==> src/rtl/radix4_booth_ctrl.sv <==
// Sequencing controller for an iterative radix-4 Booth multiplier datapath.
// Accepts one operand pair, steps the datapath WIDTH/2 times, then holds the product.
module radix4_booth_ctrl #(
  parameter int WIDTH       = 8,
  parameter int CHECK_PARAM = 1
) (
  input  logic               clk,
  input  logic               rst,
  input  logic               in_valid,
  output logic               in_ready,
  input  logic [WIDTH-1:0]   in_multiplier,
  input  logic [WIDTH-1:0]   in_multiplicand,
  output logic               out_valid,
  input  logic               out_ready,
  output logic [2*WIDTH-1:0] out_result,
  output logic               busy,
  output logic               dp_start,
  output logic               dp_en,
  output logic               dp_rst_cntr_n,
  output logic [WIDTH-1:0]   dp_multiplier,
  output logic [WIDTH-1:0]   dp_multiplicand,
  input  logic [2*WIDTH-1:0] dp_result
);

  localparam int N  = WIDTH / 2;
  localparam int CW = $clog2(N) + 1;
  localparam logic [CW-1:0] CntLast = CW'(N - 1);

  localparam logic [2:0] StIdle = 3'd0;
  localparam logic [2:0] StLoad = 3'd1;
  localparam logic [2:0] StRun  = 3'd2;
  localparam logic [2:0] StCapt = 3'd3;
  localparam logic [2:0] StHold = 3'd4;

  if (CHECK_PARAM == 1) begin : gen_check
    if (WIDTH < 2 || (WIDTH % 2) != 0) begin : gen_bad_width
      $fatal(1, "radix4_booth_ctrl: WIDTH must be even and at least 2");
    end
  end

  logic [2:0]         state_q, state_d;
  logic [CW-1:0]      cnt_q, cnt_d;
  logic [WIDTH-1:0]   mr_q, mr_d;
  logic [WIDTH-1:0]   mc_q, mc_d;
  logic [2*WIDTH-1:0] res_q, res_d;

  always_comb begin
    state_d = state_q;
    cnt_d   = cnt_q;
    mr_d    = mr_q;
    mc_d    = mc_q;
    res_d   = res_q;
    case (state_q)
      StIdle: begin
        if (in_valid) begin
          mr_d    = in_multiplier;
          mc_d    = in_multiplicand;
          state_d = StLoad;
        end
      end
      StLoad: begin
        cnt_d   = '0;
        state_d = StRun;
      end
      StRun: begin
        if (cnt_q == CntLast) begin
          state_d = StCapt;
        end else begin
          cnt_d = cnt_q + 1'b1;
        end
      end
      StCapt: begin
        res_d   = dp_result;
        state_d = StHold;
      end
      StHold: begin
        if (out_ready) begin
          state_d = StIdle;
        end
      end
      default: state_d = StIdle;
    endcase
  end

  always_ff @(posedge clk) begin
    if (rst) begin
      state_q <= StIdle;
      cnt_q   <= '0;
      mr_q    <= '0;
      mc_q    <= '0;
      res_q   <= '0;
    end else begin
      state_q <= state_d;
      cnt_q   <= cnt_d;
      mr_q    <= mr_d;
      mc_q    <= mc_d;
      res_q   <= res_d;
    end
  end

  // Outputs are gated by rst so an aborted operation never leaks a strobe or handshake.
  assign in_ready        = !rst && (state_q == StIdle);
  assign busy            = !rst && (state_q != StIdle);
  assign out_valid       = !rst && (state_q == StHold);
  assign dp_start        = !rst && (state_q == StLoad);
  assign dp_en           = !rst && (state_q == StRun);
  assign dp_rst_cntr_n   = !rst && (state_q != StLoad);
  assign out_result      = res_q;
  assign dp_multiplier   = mr_q;
  assign dp_multiplicand = mc_q;

endmodule

==> config.mk <==
export PLATFORM = sky130hd
export DESIGN_NAME = radix4_booth_ctrl
export DESIGN_NICKNAME = d
export VERILOG_FILES = /design/src/rtl/radix4_booth_ctrl.sv
export SDC_FILE = /design/constraint.sdc
export NUM_CORES = 1
export LEC_CHECK = 0
export ABC_AREA = 1
export ABC_CLOCK_PERIOD_IN_PS = 1600
export CORE_MARGIN = 5
export CORE_UTILIZATION = 39
export CTS_BUF_LIST = sky130_fd_sc_hd__clkbuf_16
export DETAILED_ROUTE_END_ITERATION = 16
export HOLD_SLACK_MARGIN = 0.05
export PLACE_DENSITY = 0.88
export RECOVER_POWER = 25
export SLEW_MARGIN = 20
export SYNTH_ARGS = -nofsm -noshare
export SYNTH_HDL_FRONTEND = slang
export SYNTH_SLANG_ARGS = --single-unit
==> constraint.sdc <==
create_clock -name clk -period 1.6 [get_ports clk]
set_input_delay 0.24 -clock clk [delete_from_list [all_inputs] [get_ports clk]]
set_output_delay 0.24 -clock clk [all_outputs]
set_load 0.01 [all_outputs]
======== Word level (Yosys, flattened, before mapping) ========
Index checks and enable logic that the tools add are counted.
cells by class
  eq/ne operators ......................... 10
  reductions and logical operators ........ 13
  muxes and demuxes ....................... 6
  add/subtract/negate cells ............... 1
operators by type and width
  cell                                                    count
  case mux 3 bit (5 select lines)                         1
  two-way mux 3 bit                                       4
  equality test 3 x 2 -> 1 bit (second input constant)    3
  inequality test 2 bit (second input constant)           4
  logical AND 1 bit                                       6
  case mux 3 bit (2 select lines)                         1
  AND reduction 2 bit                                     2
  adder 3 x 1 -> 3 bit (second input constant)            1
  equality test 3 x 1 -> 1 bit (second input constant)    1
  equality test 3 bit (second input constant)             1
  logical NOT 3 bit                                       1
  inequality test 3 x 1 -> 1 bit (second input constant)  1
  AND reduction 3 bit                                     1
  nonzero test 3 bit                                      1
  nonzero test 2 bit                                      1
  logical NOT 1 bit                                       1
storage, ports and cells
  input bits .............................. 36
  output and inout bits ................... 38
  logic and storage cells ................. 35
  flip-flop bits (word level) ............. 38

======== Logic depth before layout (Yosys ltp) ========
Gate-level depths: netlist of the first run.
  depth after elaboration ................. 3
  depth in mapped cells ................... 8
  gate-level depth less buffers ........... 8

======== Worst setup path after synthesis of the first run ========
Ideal clock, no wire load.
  path kind ............................... reg2reg
  from .................................... reg cnt_q[0]
  to ...................................... reg cnt_q[2]
  data required time ...................... 1.472 ns
  cell stages (with the launch flop) ...... 9
  library setup time ...................... 0.128 ns
  path slack .............................. 0.401 ns
  period minus slack after synthesis ...... 1.199 ns
  buffers on the path ..................... 0
  arrival ................................. 1.072 ns
  path through ............................ dfxtp_1 -> ha_1 -> ha_1 -> inv_1 -> nand3_1 -> nand2_1 -> nand2_1 -> nand2_1 -> nor2_1
between the ends
  word-level cells in the longest chain between the ends .. 3
  elaborated cells between the ends (all ways) .. 6
  classes of those cells .................. add/sub (1); eq/ne (2); mux (2); reduce/logical (1)
RTL lines
  element                                                                        line    RTL
  start, declared                                                                42      logic [CW-1:0] cnt_q, cnt_d;
  start signal, assigned                                                         94      cnt_q <= cnt_d;
  adder 3 x 1 -> 3 bit / equality test 3 x 2 -> 1 bit (equally long branches)    69, 66
  two-way mux 3 bit / inequality test 2 bit (equally long branches)              -
  case mux 3 bit (2 select lines) / AND reduction 2 bit (equally long branches)  -
Parallel ways exist; a longest one is shown, timed or not. The select of a mux whose other input is x is not followed.
A chain may end at the register's enable or synchronous reset.

======== Final worst setup path of the first run ========
  from .................................... reg state_q[0]
  to ...................................... out out_valid
between the ends
  word-level cells in the longest chain between the ends .. 2
RTL lines
  element                 line  RTL
  start, declared         41    logic [2:0] state_q, state_d;
  start signal, assigned  87    state_q <= StIdle;
  start signal, assigned  93    state_q <= state_d;
  equality test 3 bit     104   assign out_valid = !rst && (state_q == StHold);
  logical AND 1 bit       104
  end, declared           13    output logic out_valid,
Every way passes these cells.

==> results.cfg, run 1 <==
[run_status]
status = completed

[layout]
n_fill_cell = 325
finalNetCount = 316
antenna_cells_inserted = 0
synthToLayoutAreaGrowth_pct = 65.3
multi_input_area_um2 = 626
seq_area_um2 = 762
final_cell_area_um2 = 2430
drive_gt1_share_pct = 10.0

[detailed_routing]
drtIter0Drc = 58
num_vias = 1521
drt.antenna.violating_nets = 0
vias_per_cell = 4.65
drc = 0
wire_per_inst_um = 11.9
dr.pass1.iters = 4
drt_wl_total_um = 3880

[global_route]
grt_pass1_vias = 1404
grtUsageTotal_pct = 15.6
grt_overflow = 0
grt_max_degree = 34
antenna_found_initial = 0
grt_pass1_wl_um = 6350

[synth]
ys_types = 20
avgSynthCellArea_um2 = 7.49
synth.largest_area_cell = dfxtp_1
synth_ff_type = dfxtp_1
synth_compound_area_share_pct = 11.6
syn_inst = 196
synth-adder-area-share_pct = 1.71
synth_warnings = 0
yosysSeqAreaShare_pct = 51.8
synth_xor_area_share_pct = 0
synthArstFlopShare_pct = 0
synth_top_area_share_pct = 51.8
synth_most_common_cell = nor2_1
synth_edf_count = 0
syn_nets = 234
synth_top_family_by_area = simple AND/OR/NAND/NOR gates
ys_top_cells_by_area = dfxtp_1 (52%), nor2_1 (19%), o21ai_0 (9.9%)
syn_area_um2 = 1470
yosys.area_share.simple_pct = 28.6
ys_top_cells_by_count = nor2_1 (76), dfxtp_1 (38), o21ai_0 (29), nand2_1 (12), inv_1 (11)
synthMuxAreaShare_pct = 0
ys_ff_latch = 38

[placement]
dpl_worst_slack_ps = -188
portBuffers = 73
detailed_place.area_um2 = 2290
place.detailed.hpwl_um = 2850
gp_congestion = 0.883

[setup_path]
reg2reg_from = state_q[1]
critPathKind = reg2out
cp_slowest_cell = dfxtp_2
crit_path_cell_trace = buf_4, nor4_1, dlygate4sd2_1
r2r_cells = 5
rrSetupSlack_ps = 240
endpoint = out_valid
setup.worst_path.start = state_q[0]
crit_arrival_ps = 1280
reg2reg_to = out_result[5]
max_stage_delay_ps = 340
end_kind = primary output
cp_max_fo = 4
crit_path_start_kind = register
cp.required_ps = 1360

[clocking]
post-cts-setup-buffers = 0
cts.path.max_buffers = 2
clkLatencyLatePin_ps = 270
clk_pin_slew_ps = 50
root_buffer = clkbuf_16
cts_max_level = 2
cts-buffers-inserted = 5
ctsHoldBuffers = 0
cts_tree = yes
clock-sinks = 38

[pwr]
ir_drop_mv = 0.793
power.density_nw_per_um2 = 1200
leakage_nw = 1.06

[job]
max_cap_violations = 0

[sta]
skew_ps = 3.28
slew-limit-headroom_pct = 78.8
tightest_slew_ps = 317
period_share_pct = 95.0
setup_violations = 0
hold_viol = 0
period_minus_slack_ps = 1520
max_freq_mhz = 658
slew_viol_final = 0
rsz0062_at_grt = no
setup_ws_ps = 80.0

[floorplan]
io-pin-count = 74
die_width_um = 71.3
num_rows = 22
die_area_um2 = 5090
die_h_um = 71.3
core_um2 = 3660
start_util_pct = 40.1

[worst_hold_path]
whs_path_depth = 2
min_path_type = in2reg
how the worst min path moves through the flow:
stage	start	end	slack (ps)
CTS	rst	state_q[2]	360
global route	rst	state_q[2]	410
global placement	out_result[0]	out_result[0]	460
finish	rst	state_q[2]	370
floorplan	in_multiplicand[0]	dp_multiplicand[0]	370
detailed placement	out_result[0]	out_result[0]	470
stage by stage:
step | hold slack, ps | util (%) | setup TNS, ps | total power [mW] | instances
detailed placement | 474 | 62.6 | -970 | 2.08 | 319
global route | 407 | 66.3 | 0 | 3.11 | 327
CTS | 360 | 66.3 | 0 | 2.97 | 327
global placement | 460 | 62.6 | -867 | 2.05 | 319
floorplan | 375 | - | 0 | 1.61 | 196
finish | 368 | 66.3 | 0 | 2.92 | 327
final cells by class:
type                       count  area share (%)
timing repair buffer          83            32.7
sequential                    38            31.4
multi-input combinational    137            25.8
clock buffer                   5            5.16
tap                           48            2.48
inverter                      13            2.01
clock inverter                 3           0.464
metal layers:
metal	up-vias	share of wire, %	GRT usage [%]
li1	781	-	-
met1	683	41	17.5
met2	52	48	26.5
met3	5	9.7	6.59
met4	0	1.2	5.64
met5	-	0	0
where the power goes:
group / total (mW) / switching [mW] / internal (mW)
sequential: 1.16 / 0.0684 / 1.09
combinational: 0.874 / 0.433 / 0.441
clock: 0.891 / 0.332 / 0.559
registers in the layout (all words and copies together) (netlist names):
register         flops
state_q              3
dp_multiplier        8
dp_multiplicand      8
cnt_q                3
out_result          16
worst max-delay path, delay by kind of cell (launching register included):
family        cells  cell delay [ps]
buf+inv           2              440
flops             1              340
simple gates      1              230
cell usage in the layout (no fill, tap or decap), drive strengths merged:
cell type,n
clkinv,3
nand3b,1
dlygate4sd2,6
inv,13
a21oi,2
nand4,1
ha,2
nor4,1
clkbuf,6
buf,10
clkdlybuf4s50,55
nand3,6
nand2,14
dfxtp,38
nor2,78
o21ai,32
dlygate4sd3,11
logic make-up after synthesis:
group,after synthesis
buffers and inverters,21
adder cells (fa/ha/maj),2
AND/OR/NAND/NOR,101
flip-flops,38
AO/OA/AOI/OAI,34
timing repair:
| item | CTS | global route |
|---|---|---|
| endpoints found under the setup margin | 6 | 1 |
| gates cloned | 0 | 0 |
| gates resized for setup | 11 | 3 |
No activity file was read; power rests on OpenSTA's default activity.
==> run 2: changes to the inputs <==
--- a/config.mk
+++ b/config.mk
@@ -12,7 +12,7 @@
 export CTS_BUF_LIST = sky130_fd_sc_hd__clkbuf_16
 export DETAILED_ROUTE_END_ITERATION = 16
 export HOLD_SLACK_MARGIN = 0.05
-export PLACE_DENSITY = 0.88
+export PLACE_DENSITY = 0.83
 export RECOVER_POWER = 25
 export SLEW_MARGIN = 20
 export SYNTH_ARGS = -nofsm -noshare
==> run 2 against run 1 <==
  * Power grew 0.16%
  * Fmax grew 0.37%
  * Cell count down 0.61%
  * Global-route usage grew 0.078 points
  * Sequential share of layout area increased by 0.35 points
  * Wire length is 1.2% higher
  * Clock-buffer cell count unchanged
==> results.cfg, run 2 (synthesis results as in run 1) <==
[sta]
max_freq_mhz = 660
skew_ps = 5.44
slew-limit-headroom_pct = 68.5
tightest_slew_ps = 472
setup_violations = 0
period_share_pct = 94.6
period_minus_slack_ps = 1510
rsz0062_at_grt = no
slew_viol_final = 0
setup_ws_ps = 85.6
hold_viol = 0
tns_ps = 0

[detailed_routing]
drtIter0Drc = 52
dr.pass1.iters = 4
num_vias = 1466
drt.antenna.violating_nets = 0
drc = 0
vias_per_cell = 4.51
drt_wl_total_um = 3930
wire_per_inst_um = 12.1

[setup_path]
crit_arrival_ps = 1270
critPathKind = reg2out
cp.required_ps = 1360
crit_path_cell_trace = inv_1, nor2_2, inv_1, nor2_1, clkdlybuf4s15_1
reg2reg_from = state_q[1]
r2r_cells = 5
reg2reg_to = out_result[4]
setup.worst_path.start = state_q[1]
max_stage_delay_ps = 370
cp_slowest_cell = dfxtp_1
crit_top_cell = inv_1
crit_path_start_kind = register
rrSetupSlack_ps = 240
end_kind = primary output
cp_max_fo = 4

[clocking]
cts.path.max_buffers = 2
clk_pin_slew_ps = 50
clock-sinks = 38
cts_tree = yes
root_buffer = clkbuf_16
cts_max_level = 2
ctsHoldBuffers = 0
cts-buffers-inserted = 5
clkLatencyLatePin_ps = 280

[placement]
gp_congestion = 0.840
place.detailed.hpwl_um = 2830
portBuffers = 73
dpl_worst_slack_ps = -233
detailed_place.area_um2 = 2280

[pwr]
ir_drop_mv = 0.880
leakage_nw = 1.02
swShare_pct = 28.9
p_int_mw = 2.08
power.share.clock_pct = 31.1
combPwrFrac_pct = 29.0
sequentialPowerShare_pct = 39.9
netSwitchingPower_mw = 0.845
power.density_nw_per_um2 = 1220

[global_route]
grtUsageTotal_pct = 15.7
antenna_found_initial = 0
grt_max_degree = 34
grt_pass1_wl_um = 6270
grt_overflow = 0
grt_pass1_vias = 1348

[run_status]
status = completed

[floorplan]
start_util_pct = 40.1
die_h_um = 71.3
num_rows = 22
die_width_um = 71.3
core_um2 = 3660
die_area_um2 = 5090
io-pin-count = 74

[layout]
finalCoreUtilization_pct = 65.8
finalNetCount = 314
final_cell_mix = nor2_1 (74), clkdlybuf4s50_1 (66), dfxtp_1 (37)
n_fill_cell = 325
synthToLayoutAreaGrowth_pct = 64.0
antenna_cells_inserted = 0
final_cell_area_um2 = 2410
drive_gt1_share_pct = 8.66
largest_reg_flops = 16
seq_area_um2 = 764
final_common_cell = nor2_1
multi_input_area_um2 = 621

[worst_hold_path]
hold_start = rst
min_path_type = in2reg
whs_path_depth = 2
holdPathEnd = state_q[2]

[job]
max_cap_violations = 0
run 2: worst max path at each step:
stage | endpoint | slack, ps | depth (start not counted)
2_1_floorplan | cnt_q[2] | 400 | 8
3_3_place_gp | out_valid | -200 | 3
3_5_place_dp | out_valid | -230 | 3
4_1_cts | in_ready | 40 | 5
5_1_grt | dp_en | 20 | 5
6_report | dp_en | 90 | 5
run 2: area by class of cell:
type,count,area share (%)
Clock buffer,5,5.20
Clock inverter,3,0.520
Inverter,13,2.03
Multi-Input combinational cell,137,25.8
Sequential cell,38,31.8
Tap cell,48,2.49
Timing Repair Buffer,81,32.2
run 2: what timing repair did:
action	CTS	global route
resized for setup	13	4
endpoints found under the setup margin	6	2
setup buffers	0	0
run 2: critical path, delay by kind of cell (launching register included):
family / cells / cell delay (ps)
simple gates: 2 / 220
flops: 1 / 370
buf+inv: 3 / 400
run 2: routing by layer:
| metal | routed length [um] | global-route usage [%] | vias to the layer above |
|---|---|---|---|
| met5 | 0 | 0 | - |
| met4 | 48 | 5.01 | 0 |
| met3 | 429 | 9.12 | 6 |
| met2 | 1800 | 25.4 | 49 |
| met1 | 1650 | 17.3 | 633 |
| li1 | - | - | 778 |
run 2: metrics by stage:
stage	cells	hold slack (ps)	power (mW)
global placement	317	462	2.03
detailed placement	317	471	2.05
CTS	325	451	2.97
finish	325	449	2.93
global route	325	474	3.10
floorplan	196	375	1.61
run 2: power by group through the flow:
stage	clock [mW]	sequential [mW]	combinational, mW
floorplan	0	1.23	0.380
global placement	0	1.18	0.852
detailed placement	0	1.18	0.867
CTS	0.931	1.17	0.867
global route	0.975	1.18	0.943
finish	0.909	1.17	0.849
==> run 3: changes to the inputs <==
--- a/config.mk
+++ b/config.mk
@@ -12,7 +12,7 @@
 export CTS_BUF_LIST = sky130_fd_sc_hd__clkbuf_16
 export DETAILED_ROUTE_END_ITERATION = 16
 export HOLD_SLACK_MARGIN = 0.05
-export PLACE_DENSITY = 0.83
+export PLACE_DENSITY = 0.82
 export RECOVER_POWER = 25
 export SLEW_MARGIN = 20
 export SYNTH_ARGS = -nofsm -noshare
==> run 3 against run 2 <==
  * First-iteration DRC count is 5.8% lower
  * Largest cell class unchanged
  * Global-route usage down 0.28 points
  * Cell count is the same
  * Sequential share of layout area down 0.087 points
  * Combinational power increased by 2%
  * Flip-flop and latch count is the same
==> results.cfg, run 3 (synthesis results as in run 1) <==
[run_status]
status = completed

[layout]
antenna_cells_inserted = 0
largest_reg_flops = 16
final_cell_mix = nor2_1 (74), clkdlybuf4s50_1 (66), dfxtp_1 (37)
synthToLayoutAreaGrowth_pct = 63.9
drive_gt1_share_pct = 10.1
stdcell_count = 325
finalNetCount = 316
final_common_cell = nor2_1

[setup_path]
cp.required_ps = 1360
crit_buf_inv = 3
crit_family = buffers and inverters
cp_max_fo = 4
crit_path_cell_trace = inv_1, nand3_2, nand2_1, inv_1, dlygate4sd2_1
reg2reg_from = state_q[2]
critPathKind = reg2out
end_kind = primary output
crit_arrival_ps = 1270
crit_top_cell = inv_1
crit_cells = 5
crit_path_start_kind = register
setup.worst_path.start = state_q[1]
reg2reg_to = dp_multiplier[3]
r2r_cells = 6
max_stage_delay_ps = 320
rrSetupSlack_ps = 290
cp_slowest_cell = dfxtp_1

[global_route]
antenna_found_initial = 0
grt_max_degree = 34
grtUsageTotal_pct = 15.4
grt_overflow = 0
grt_pass1_vias = 1419
grt_pass1_wl_um = 6320

[pwr]
leakage_nw = 1.02
power.density_nw_per_um2 = 1210
ir_drop_mv = 0.756

[sta]
tns_ps = 0
skew_ps = 5.89
tightest_slew_ps = 351
setup_ws_ps = 86.2
whs_ps = 376
max_freq_mhz = 661
period_share_pct = 94.6
setup_violations = 0
slew_viol_final = 0
rsz0062_at_grt = no
period_minus_slack_ps = 1510
slew-limit-headroom_pct = 76.5
hold_viol = 0

[worst_hold_path]
holdPathEnd = state_q[0]
whs_path_depth = 2
min_path_type = in2reg
hold_start = rst

[floorplan]
die_area_um2 = 5090
start_util_pct = 40.1
core_um2 = 3660
die_h_um = 71.3
num_rows = 22
die_width_um = 71.3
io-pin-count = 74

[placement]
gp_congestion = 0.813
portBuffers = 73
place.detailed.hpwl_um = 2880
place_inst = 317
dpl_worst_slack_ps = -271

[detailed_routing]
drt_wl_total_um = 4040
num_vias = 1502
drtIter0Drc = 49
drc = 0
dr.pass1.iters = 4
wire_per_inst_um = 12.4
vias_per_cell = 4.62
drt.antenna.violating_nets = 0

[clocking]
cts-buffers-inserted = 5
clk_pin_slew_ps = 50
cts_max_level = 2
cts_tree = yes
clkLatencyLatePin_ps = 270
root_buffer = clkbuf_16
clock-sinks = 38
cts.path.max_buffers = 2
ctsHoldBuffers = 0

[job]
max_cap_violations = 0
-- run 3: cell count changes in the layout (fill, tap and decap cells not counted), sizes merged --
cell / change
clkinv: -1
clkbuf: +1
clkdlybuf4s15: -1
buf: +2
inv: -1
-- run 3: how the worst max path moves through the flow --
stage	end	slack (ps)
after global placement	dp_start	-210
final	dp_rst_cntr_n	90
after global routing	dp_rst_cntr_n	10
after floorplan	cnt_q[2]	400
after detailed placement	dp_en	-270
after CTS	dp_en	20
-- run 3: through the flow --
stage / instance area, um^2 / total power [mW] / utilization, %
floorplan: 1470 / 1.61 / -
global placement: 2280 / 2.03 / 62.2
detailed placement: 2280 / 2.05 / 62.2
CTS: 2410 / 2.94 / 65.8
global route: 2410 / 3.09 / 65.7
finish: 2410 / 2.91 / 65.7
-- run 3: final cells by class --
type | count | area, um^2
Clock buffer | 5 | 125
Clock inverter | 1 | 3.75
Fill cell | 327 | 1250
Inverter | 13 | 48.8
Multi-Input combinational cell | 137 | 623
Sequential cell | 38 | 762
Tap cell | 48 | 60.1
Timing Repair Buffer | 83 | 783
-- run 3: timing repair --
item / CTS / global route
setup endpoints to repair: 6 / 2
endpoints found under the hold margin: 0 / 0
pin swaps: 0 / 1
setup buffers: 0 / 2
resized for setup: 13 / 5
-- run 3: power by group --
group / internal, mW / switching [mW]
combinational: 0.435 / 0.429
sequential: 1.09 / 0.0768
clock: 0.553 / 0.328
-- run 3: worst reg2reg max path, delay by kind of cell, from the launching register on --
family	cells	cell delay [ps]
buf+inv	1	150
simple gates	4	650
compound gates	1	130
flops	1	320
-- run 3: per-layer routing --
metal,wire length [um],share of wire [%],global-route usage (%),vias up
met5,0,0,0,-
li1,-,-,-,778
met1,1760,44,17.0,675
met3,355,8.8,6.59,2
met2,1910,47,27.6,47
met4,13,0.32,3.13,0
